--- config.mk ---
export PLATFORM = sky130hd
export DESIGN_NAME = core_clock_controller
export DESIGN_NICKNAME = d
export VERILOG_FILES = /design/src/rtl/core_clock_controller.sv
export SDC_FILE = /design/constraint.sdc
export NUM_CORES = 1
export LEC_CHECK = 0
export ABC_AREA = 1
export BUFFER_PORTS_ARGS = -buffer_cell sky130_fd_sc_hd__buf_4
export CAP_MARGIN = 20
export CORE_AREA = 2 2 78 80
export DETAILED_ROUTE_END_ITERATION = 16
export DIE_AREA = 0 0 80 82
export GPL_TIMING_DRIVEN = 0
export PLACE_DENSITY = 0.74
export SLEW_MARGIN = 25
export SYNTH_ARGS = -nofsm -noshare
export SYNTH_HDL_FRONTEND = slang
export SYNTH_SLANG_ARGS = --single-unit
--- constraint.sdc ---
create_clock -name clock_100mhz -period 2.9 [get_ports clock_100mhz]
set_input_delay 0.435 -clock clock_100mhz [delete_from_list [all_inputs] [get_ports clock_100mhz]]
set_output_delay 0.435 -clock clock_100mhz [all_outputs]
set_load 0.01 [all_outputs]
--- src/rtl/core_clock_controller.sv ---
// ----------------------------------------------------------------------------
// core_clock_controller
//
// Turns the divided clock into the clock that drives the SiMPLE core. The core
// can free-run, be halted, or be single-stepped with a debounced push-button.
// Only whole clock_divided high phases are passed through, so no runt pulses
// reach the core. All logic runs in the clock_100mhz domain.
//
// Optional feature: define CYCLE_COUNTER_EN to build a 32-bit counter of
// emitted core_clock rising edges. Without it, cycle_count is tied to zero.
//
// Ports:
//   clock_100mhz      in   system clock
//   reset             in   asynchronous, active-high reset
//   clock_divided     in   divided clock (registered, clock_100mhz domain)
//   run_switch        in   1 = free-run requested (asynchronous)
//   step_button       in   single-step push-button, active-high (async, bouncy)
//   halt_request      in   level halt from debug logic (synchronous)
//   core_clock        out  gated, registered clock to the core
//   core_clock_enable out  one-cycle strobe when core_clock goes 0->1
//   halted            out  1 while the FSM is in the halted state
//   cycle_count       out  number of core_clock rising edges emitted
// ----------------------------------------------------------------------------
module core_clock_controller #(
    parameter int unsigned DEBOUNCE_CYCLES = 1000000,
    parameter int unsigned DEBOUNCE_WIDTH  = 20
) (
    input  logic        clock_100mhz,
    input  logic        reset,
    input  logic        clock_divided,
    input  logic        run_switch,
    input  logic        step_button,
    input  logic        halt_request,
    output logic        core_clock,
    output logic        core_clock_enable,
    output logic        halted,
    output logic [31:0] cycle_count
);

    localparam logic [DEBOUNCE_WIDTH-1:0] DbLast = DEBOUNCE_WIDTH'(DEBOUNCE_CYCLES - 1);

    typedef enum logic [1:0] {
        StHalted,
        StRunning,
        StStepWait,
        StStepHigh
    } state_e;

    // Bit 0 carries run_switch, bit 1 carries step_button.
    logic [1:0]                w_raw;
    logic [1:0]                r_sync_meta;
    logic [1:0]                r_sync;
    logic [1:0]                r_db;
    logic [DEBOUNCE_WIDTH-1:0] r_db_cnt [2];
    logic                      r_step_db_prev;
    logic                      r_div_prev;

    logic   w_step_press;
    logic   w_div_rise;
    logic   w_div_fall;
    logic   w_go;

    state_e r_state;
    state_e w_state_next;
    logic   r_core_clock;
    logic   w_core_clock_next;
    logic   r_core_clock_enable;

    assign w_raw = {step_button, run_switch};

    // Two-flop synchronizer followed by a counter debouncer per input. A new
    // level is accepted only after DEBOUNCE_CYCLES consecutive differing samples.
    always_ff @(posedge clock_100mhz or posedge reset) begin
        if (reset) begin
            r_sync_meta <= '0;
            r_sync      <= '0;
            r_db        <= '0;
            r_db_cnt[0] <= '0;
            r_db_cnt[1] <= '0;
        end else begin
            r_sync_meta <= w_raw;
            r_sync      <= r_sync_meta;
            for (int i = 0; i < 2; i++) begin
                if (r_sync[i] != r_db[i]) begin
                    if (r_db_cnt[i] == DbLast) begin
                        r_db[i]     <= r_sync[i];
                        r_db_cnt[i] <= '0;
                    end else begin
                        r_db_cnt[i] <= r_db_cnt[i] + DEBOUNCE_WIDTH'(1);
                    end
                end else begin
                    r_db_cnt[i] <= '0;
                end
            end
        end
    end

    always_ff @(posedge clock_100mhz or posedge reset) begin
        if (reset) begin
            r_step_db_prev <= 1'b0;
            r_div_prev     <= 1'b0;
        end else begin
            r_step_db_prev <= r_db[1];
            r_div_prev     <= clock_divided;
        end
    end

    assign w_step_press = r_db[1] & ~r_step_db_prev;
    assign w_div_rise   = clock_divided & ~r_div_prev;
    assign w_div_fall   = ~clock_divided & r_div_prev;
    assign w_go         = r_db[0] & ~halt_request;

    always_comb begin
        w_state_next      = r_state;
        w_core_clock_next = r_core_clock;
        unique case (r_state)
            StHalted: begin
                w_core_clock_next = 1'b0;
                // Run wins over a simultaneous step press.
                if (w_go) begin
                    w_state_next = StRunning;
                end else if (w_step_press) begin
                    w_state_next = StStepWait;
                end
            end
            StRunning: begin
                if (w_div_rise) begin
                    w_core_clock_next = 1'b1;
                end else if (w_div_fall) begin
                    w_core_clock_next = 1'b0;
                end
                // Stopping never truncates a high phase: with the clock high,
                // wait for the divided clock to fall before halting.
                if (!w_go) begin
                    if (!r_core_clock) begin
                        w_core_clock_next = 1'b0;
                        w_state_next      = StHalted;
                    end else if (w_div_fall) begin
                        w_state_next = StHalted;
                    end
                end
            end
            StStepWait: begin
                if (w_div_rise) begin
                    w_core_clock_next = 1'b1;
                    w_state_next      = StStepHigh;
                end
            end
            StStepHigh: begin
                if (w_div_fall) begin
                    w_core_clock_next = 1'b0;
                    w_state_next      = StHalted;
                end
            end
        endcase
    end

    always_ff @(posedge clock_100mhz or posedge reset) begin
        if (reset) begin
            r_state             <= StHalted;
            r_core_clock        <= 1'b0;
            r_core_clock_enable <= 1'b0;
        end else begin
            r_state             <= w_state_next;
            r_core_clock        <= w_core_clock_next;
            r_core_clock_enable <= w_core_clock_next & ~r_core_clock;
        end
    end

    assign core_clock        = r_core_clock;
    assign core_clock_enable = r_core_clock_enable;
    assign halted            = (r_state == StHalted);

`ifdef CYCLE_COUNTER_EN
    logic [31:0] r_cycle_count;

    always_ff @(posedge clock_100mhz or posedge reset) begin
        if (reset) begin
            r_cycle_count <= 32'h0;
        end else if (r_core_clock_enable) begin
            r_cycle_count <= r_cycle_count + 32'h1;
        end
    end

    assign cycle_count = r_cycle_count;
`else
    assign cycle_count = 32'h0;
`endif

endmodule

After elaboration in Yosys (flattened, before gate mapping):

Index checks and enable logic that the tools add are counted.

* input port bits: 6
* register bits: 52

* eq/ne operators: 10
* $add $sub $neg: 2
* reduce and logical (&&, ||, !) cells: 4
* muxes and demuxes: 17
* bitwise gates (word level): 10

Operator list (count)
* $mux 20: 4
* $add 20x1->20 const B: 2
* $eq 20x20->1 const B: 2
* $mux 2: 6
* $pmux 2 s4: 1
* $and 1x1->1: 5
* $mux 1: 5
* $not 1->1: 5
* $eq 2x2->1 const B: 2
* $ne 2x2->1 const B: 2
* $pmux 1 s4: 1
* $reduce_and 2->1: 2
* $ne 3x1->1 const B: 1
* $reduce_and 3->1: 1
* $eq 2x1->1 const B: 1
* $logic_not 2->1: 1
* $ne 1x1->1: 2

Longest topological paths before layout:

* depth after elaboration: 8
* depth in mapped cells: 9

Worst setup path after synthesis:

Ideal clock, no wire load.

* kind: register -> register
* start point: register r_db_cnt[20] in the netlist's numbering
* end point: register r_db_cnt[34] in the netlist's numbering
* arrival time: 1.216 ns
* stages on the path, launching flop included: 9
* slack: 1.566 ns
* setup time: 0.118 ns
* required time: 2.782 ns
* cells stage by stage: dfrtp_1 > ha_1 > nand2_2 > nor3_2 > nand3_2 > nand2_4 > inv_4 > nand2_1 > nor2_2

* word-level cells in the longest chain between the ends: 3

Ends and longest elaborated chain
* from (decl): line 54 `logic [DEBOUNCE_WIDTH-1:0] r_db_cnt [2];`
* from (signal, indexed assignment): line 89 `r_db_cnt[i] <= r_db_cnt[i] + DEBOUNCE_WIDTH'(1);`
* $add 20x1->20 or $eq 20x20->1 (tied branches): line 89, 85
* $mux 20 *: line 85 `if (r_db_cnt[i] == DbLast) begin`
* $mux 20 *: line 84 `if (r_sync[i] != r_db[i]) begin`

Mark *: on every way between the ends. The rest lies on a longest branch, timed or not.
A chain may end at the register's enable or synchronous reset.

Worst setup path in the final report:

* start point: register r_db_cnt[0] in the netlist's numbering
* end point: register r_db_cnt[13] in the netlist's numbering

The elaborated chain is that of the path after synthesis.

==> results.py <==
metrics = {
    "outcome": {
        "outcome": "finished clean",
    },
    "setup_path": {
        "worstPathRequired_ns": 3.10,
        "slowest_stage": "dfrtp_1",
        "r2r_cells": 8,
        "cp_top_family": "simple AND/OR/NAND/NOR gates",
        "end_kind": "register",
        "cp-start-kind": "register",
        "cp_num_buf_inv": 1,
        "crit_path_cell_trace": "ha_1 > nand2_2 > nor3_2 > nand3_2 > nand2_4 > inv_2 > nand2_1 > nor2_1",
        "r2r_setup_slack_ns": 1.39,
        "worstReg2RegEnd": "r_db_cnt[13]",
        "cp_num_cells": 8,
        "critPathMaxFanout": 8,
        "arrival_ns": 1.71,
        "crit_type": "reg -> reg",
        "slowest_delay_ns": 0.40,
        "reg2reg_from": "r_db_cnt[0]",
    },
    "cts": {
        "htree_levels": 2,
        "cts_tree": "yes",
        "clock_latency_ns": 0.30,
        "numCtsBuffers": 5,
        "cts_resized": 0,
        "clock_path_buffers": 2,
        "clock_sinks": 52,
        "post_cts_buffers": 0,
        "root_buffer": "clkbuf_8",
        "clk_pin_slew_worst_paths_ns": 0.09,
        "hold_buffers": 0,
    },
    "finish": {
        "final_nets": 424,
        "multi_input_area_um2": 1420,
        "antennaDiodeCount": 0,
        "final_cell_mix": "nor2_1 (69), nand2_1 (66), dfrtp_1 (52), buf_4 (40), inv_1 (39)",
        "final_common_cell": "nor2_1",
        "area_growth_pct": 12.2,
        "seqCellArea_um2": 1300,
        "drive_above_1_share": 0.221,
        "nFillCells": 548,
    },
    "synthesis": {
        "synth_area_leaders": "dfrtp_1 (43%), nor2_1 (8.6%), nand2_1 (8.2%), buf_4 (8.0%), inv_1 (5.0%)",
        "synth_area_um2": 3020,
        "ys_seq_elements": 52,
        "synth_top_area_frac": 0.431,
        "syn_area_per_cell_um2": 8.16,
        "synth_warnings": 0,
        "yosysUniqueCellTypes": 28,
        "synthFlopType": "dfrtp_1",
        "async_flop_share": 1.00,
        "synth_top_area_cell": "dfrtp_1",
        "synthesis.instances": 370,
        "synth_edf_count": 0,
        "synth.yosys.seq_area_share": 0.431,
    },
    "sta": {
        "period_share": 0.522,
        "finalClockSkew_ns": 0.00422,
        "timing.fmax_mhz": 661,
        "setup_viol": 0,
        "rsz0062_at_grt": "false",
        "slew_viol_final": 0,
        "layout_min_cycle_time_ns": 1.51,
        "tightest_slew_ns": 0.616,
        "max_slew_margin": 0.590,
        "setup_tns_ns": 0,
        "report.final.hold_viol_count": 0,
        "timing.hold.ws_ns": 0.213,
    },
    "routing": {
        "first_pass_iters": 4,
        "drc": 0,
        "drt-initial-drc-count": 79,
        "dr_total_vias": 2214,
        "via_per_inst": 4.51,
        "antenna_left": 0,
        "routed_wl_um": 4920,
        "wl_per_cell_um": 10.0,
    },
    "global_routing": {
        "grt_max_degree": 53,
        "grt_util_all_layers": 0.167,
        "grt_pass1_wl_um": 8590,
        "grt_overflow_total": 0,
        "grt_antenna_before_repair": 0,
        "grt_pass1_vias": 2015,
    },
    "die": {
        "die_h_um": 82,
        "rows": 28,
        "io_pins": 41,
        "die-area_um2": 6560,
        "initial_utilization": 0.526,
        "die_x_um": 80,
        "coreArea_um2": 5750,
    },
    "power": {
        "p_int_mw": 1.07,
        "ir_drop_uv": 346,
        "p_sw_frac": 0.261,
        "p_per_area_nw_per_um2": 428,
        "power_switching_mw": 0.378,
        "leakage_nw": 1.69,
        "clkPwrFrac": 0.302,
        "pwr-share-comb": 0.156,
        "seqPwrFrac": 0.543,
    },
    "hold_path": {
        "hp-class": "in -> async",
    },
    "placed_design": {
        "buffer_ports.inserted": 8,
        "gp_congestion": 0.811,
        "dp_hpwl_um": 3700,
    },
    "flow_run": {
        "cap_violations": 0,
    },
}
logic make-up after synthesis:
| kind of cell | Yosys count | share of synthesized area |
|---|---|---|
| and+or+nand+nor | 201 | 0.337 |
| AOI/OAI and AO/OA | 17 | 0.0298 |
| other | 1 | 0.00124 |
| buffers and inverters | 78 | 0.138 |
| adders and majority gates | 2 | 0.00828 |
| DFF | 52 | 0.431 |
| xor gates and xnor gates | 19 | 0.0551 |
synth_stat cells (3+ instances only):
cell type  number
nand2_4         5
nand3_1        17
dfrtp_1        52
nand4_1         4
nand2_1        66
a21oi_1         8
nor3_2          3
nand3_2         6
buf_4          32
inv_2           4
nor2_4          6
nor2_2          9
xnor2_1         7
o21ai_0         6
nor2_1         69
nor3_1          5
inv_1          40
xor2_1         12
nand2_2         6
through the flow:
step	worst slack (ns)	power, mW	cell area (µm²)	utilization	instances
2_1_floorplan	1.21	0.963	3140	-	401
3_3_place_gp	0.567	1.02	3290	0.573	484
3_5_place_dp	1.37	1.03	3290	0.573	484
4_1_cts	1.37	1.47	3390	0.590	491
5_1_grt	1.21	1.53	3390	0.590	491
6_report	1.39	1.45	3390	0.590	491
layer usage:
layer  vias to the layer above  global-route usage  share of wire  routed length [µm]
met4                         0              0.0373         0.0073                  36
met1                      1010               0.208           0.46                2250
li1                       1168                   -              -                   -
met3                         4              0.0462          0.041                 202
met2                        32               0.291           0.49                2430
met5                         -                   0              0                   0
worst max-delay path by stage:
stage,start,end,slack [ns]
after global routing,r_db_cnt[20],r_db_cnt[39],1.21
after CTS,r_db_cnt[0],r_db_cnt[13],1.37
final,r_db_cnt[0],r_db_cnt[13],1.39
after global placement,reset,r_db_cnt[33],0.57
after floorplan,reset,core_clock,1.21
after detailed placement,r_db_cnt[0],r_db_cnt[13],1.37
layout make-up:
class / instances / area share
clock buffer: 7 / 0.0284
inverter: 45 / 0.0513
tap: 75 / 0.0277
multi-input combinational: 271 / 0.419
timing repair buffer: 8 / 0.0177
sequential: 52 / 0.384
buffer: 33 / 0.0724
flip-flops by register name, summed over array words and instances (netlist names):
signal / count
r_sync: 2
r_div_prev: 1
core_clock_enable: 1
r_step_db_prev: 1
core_clock: 1
r_db_cnt: 40
r_sync_meta: 2
r_db: 2
r_state: 2
power groups by stage:
stage                     combinational, mW  clock [mW]  sequential (mW)
after floorplan                       0.160           0            0.803
after global placement                0.221           0            0.800
after detailed placement              0.225           0            0.802
after CTS                             0.226       0.456            0.787
after global routing                  0.259       0.483            0.792
final                                 0.226       0.437            0.787
Note: power is estimated with default switching activity, not from simulation.
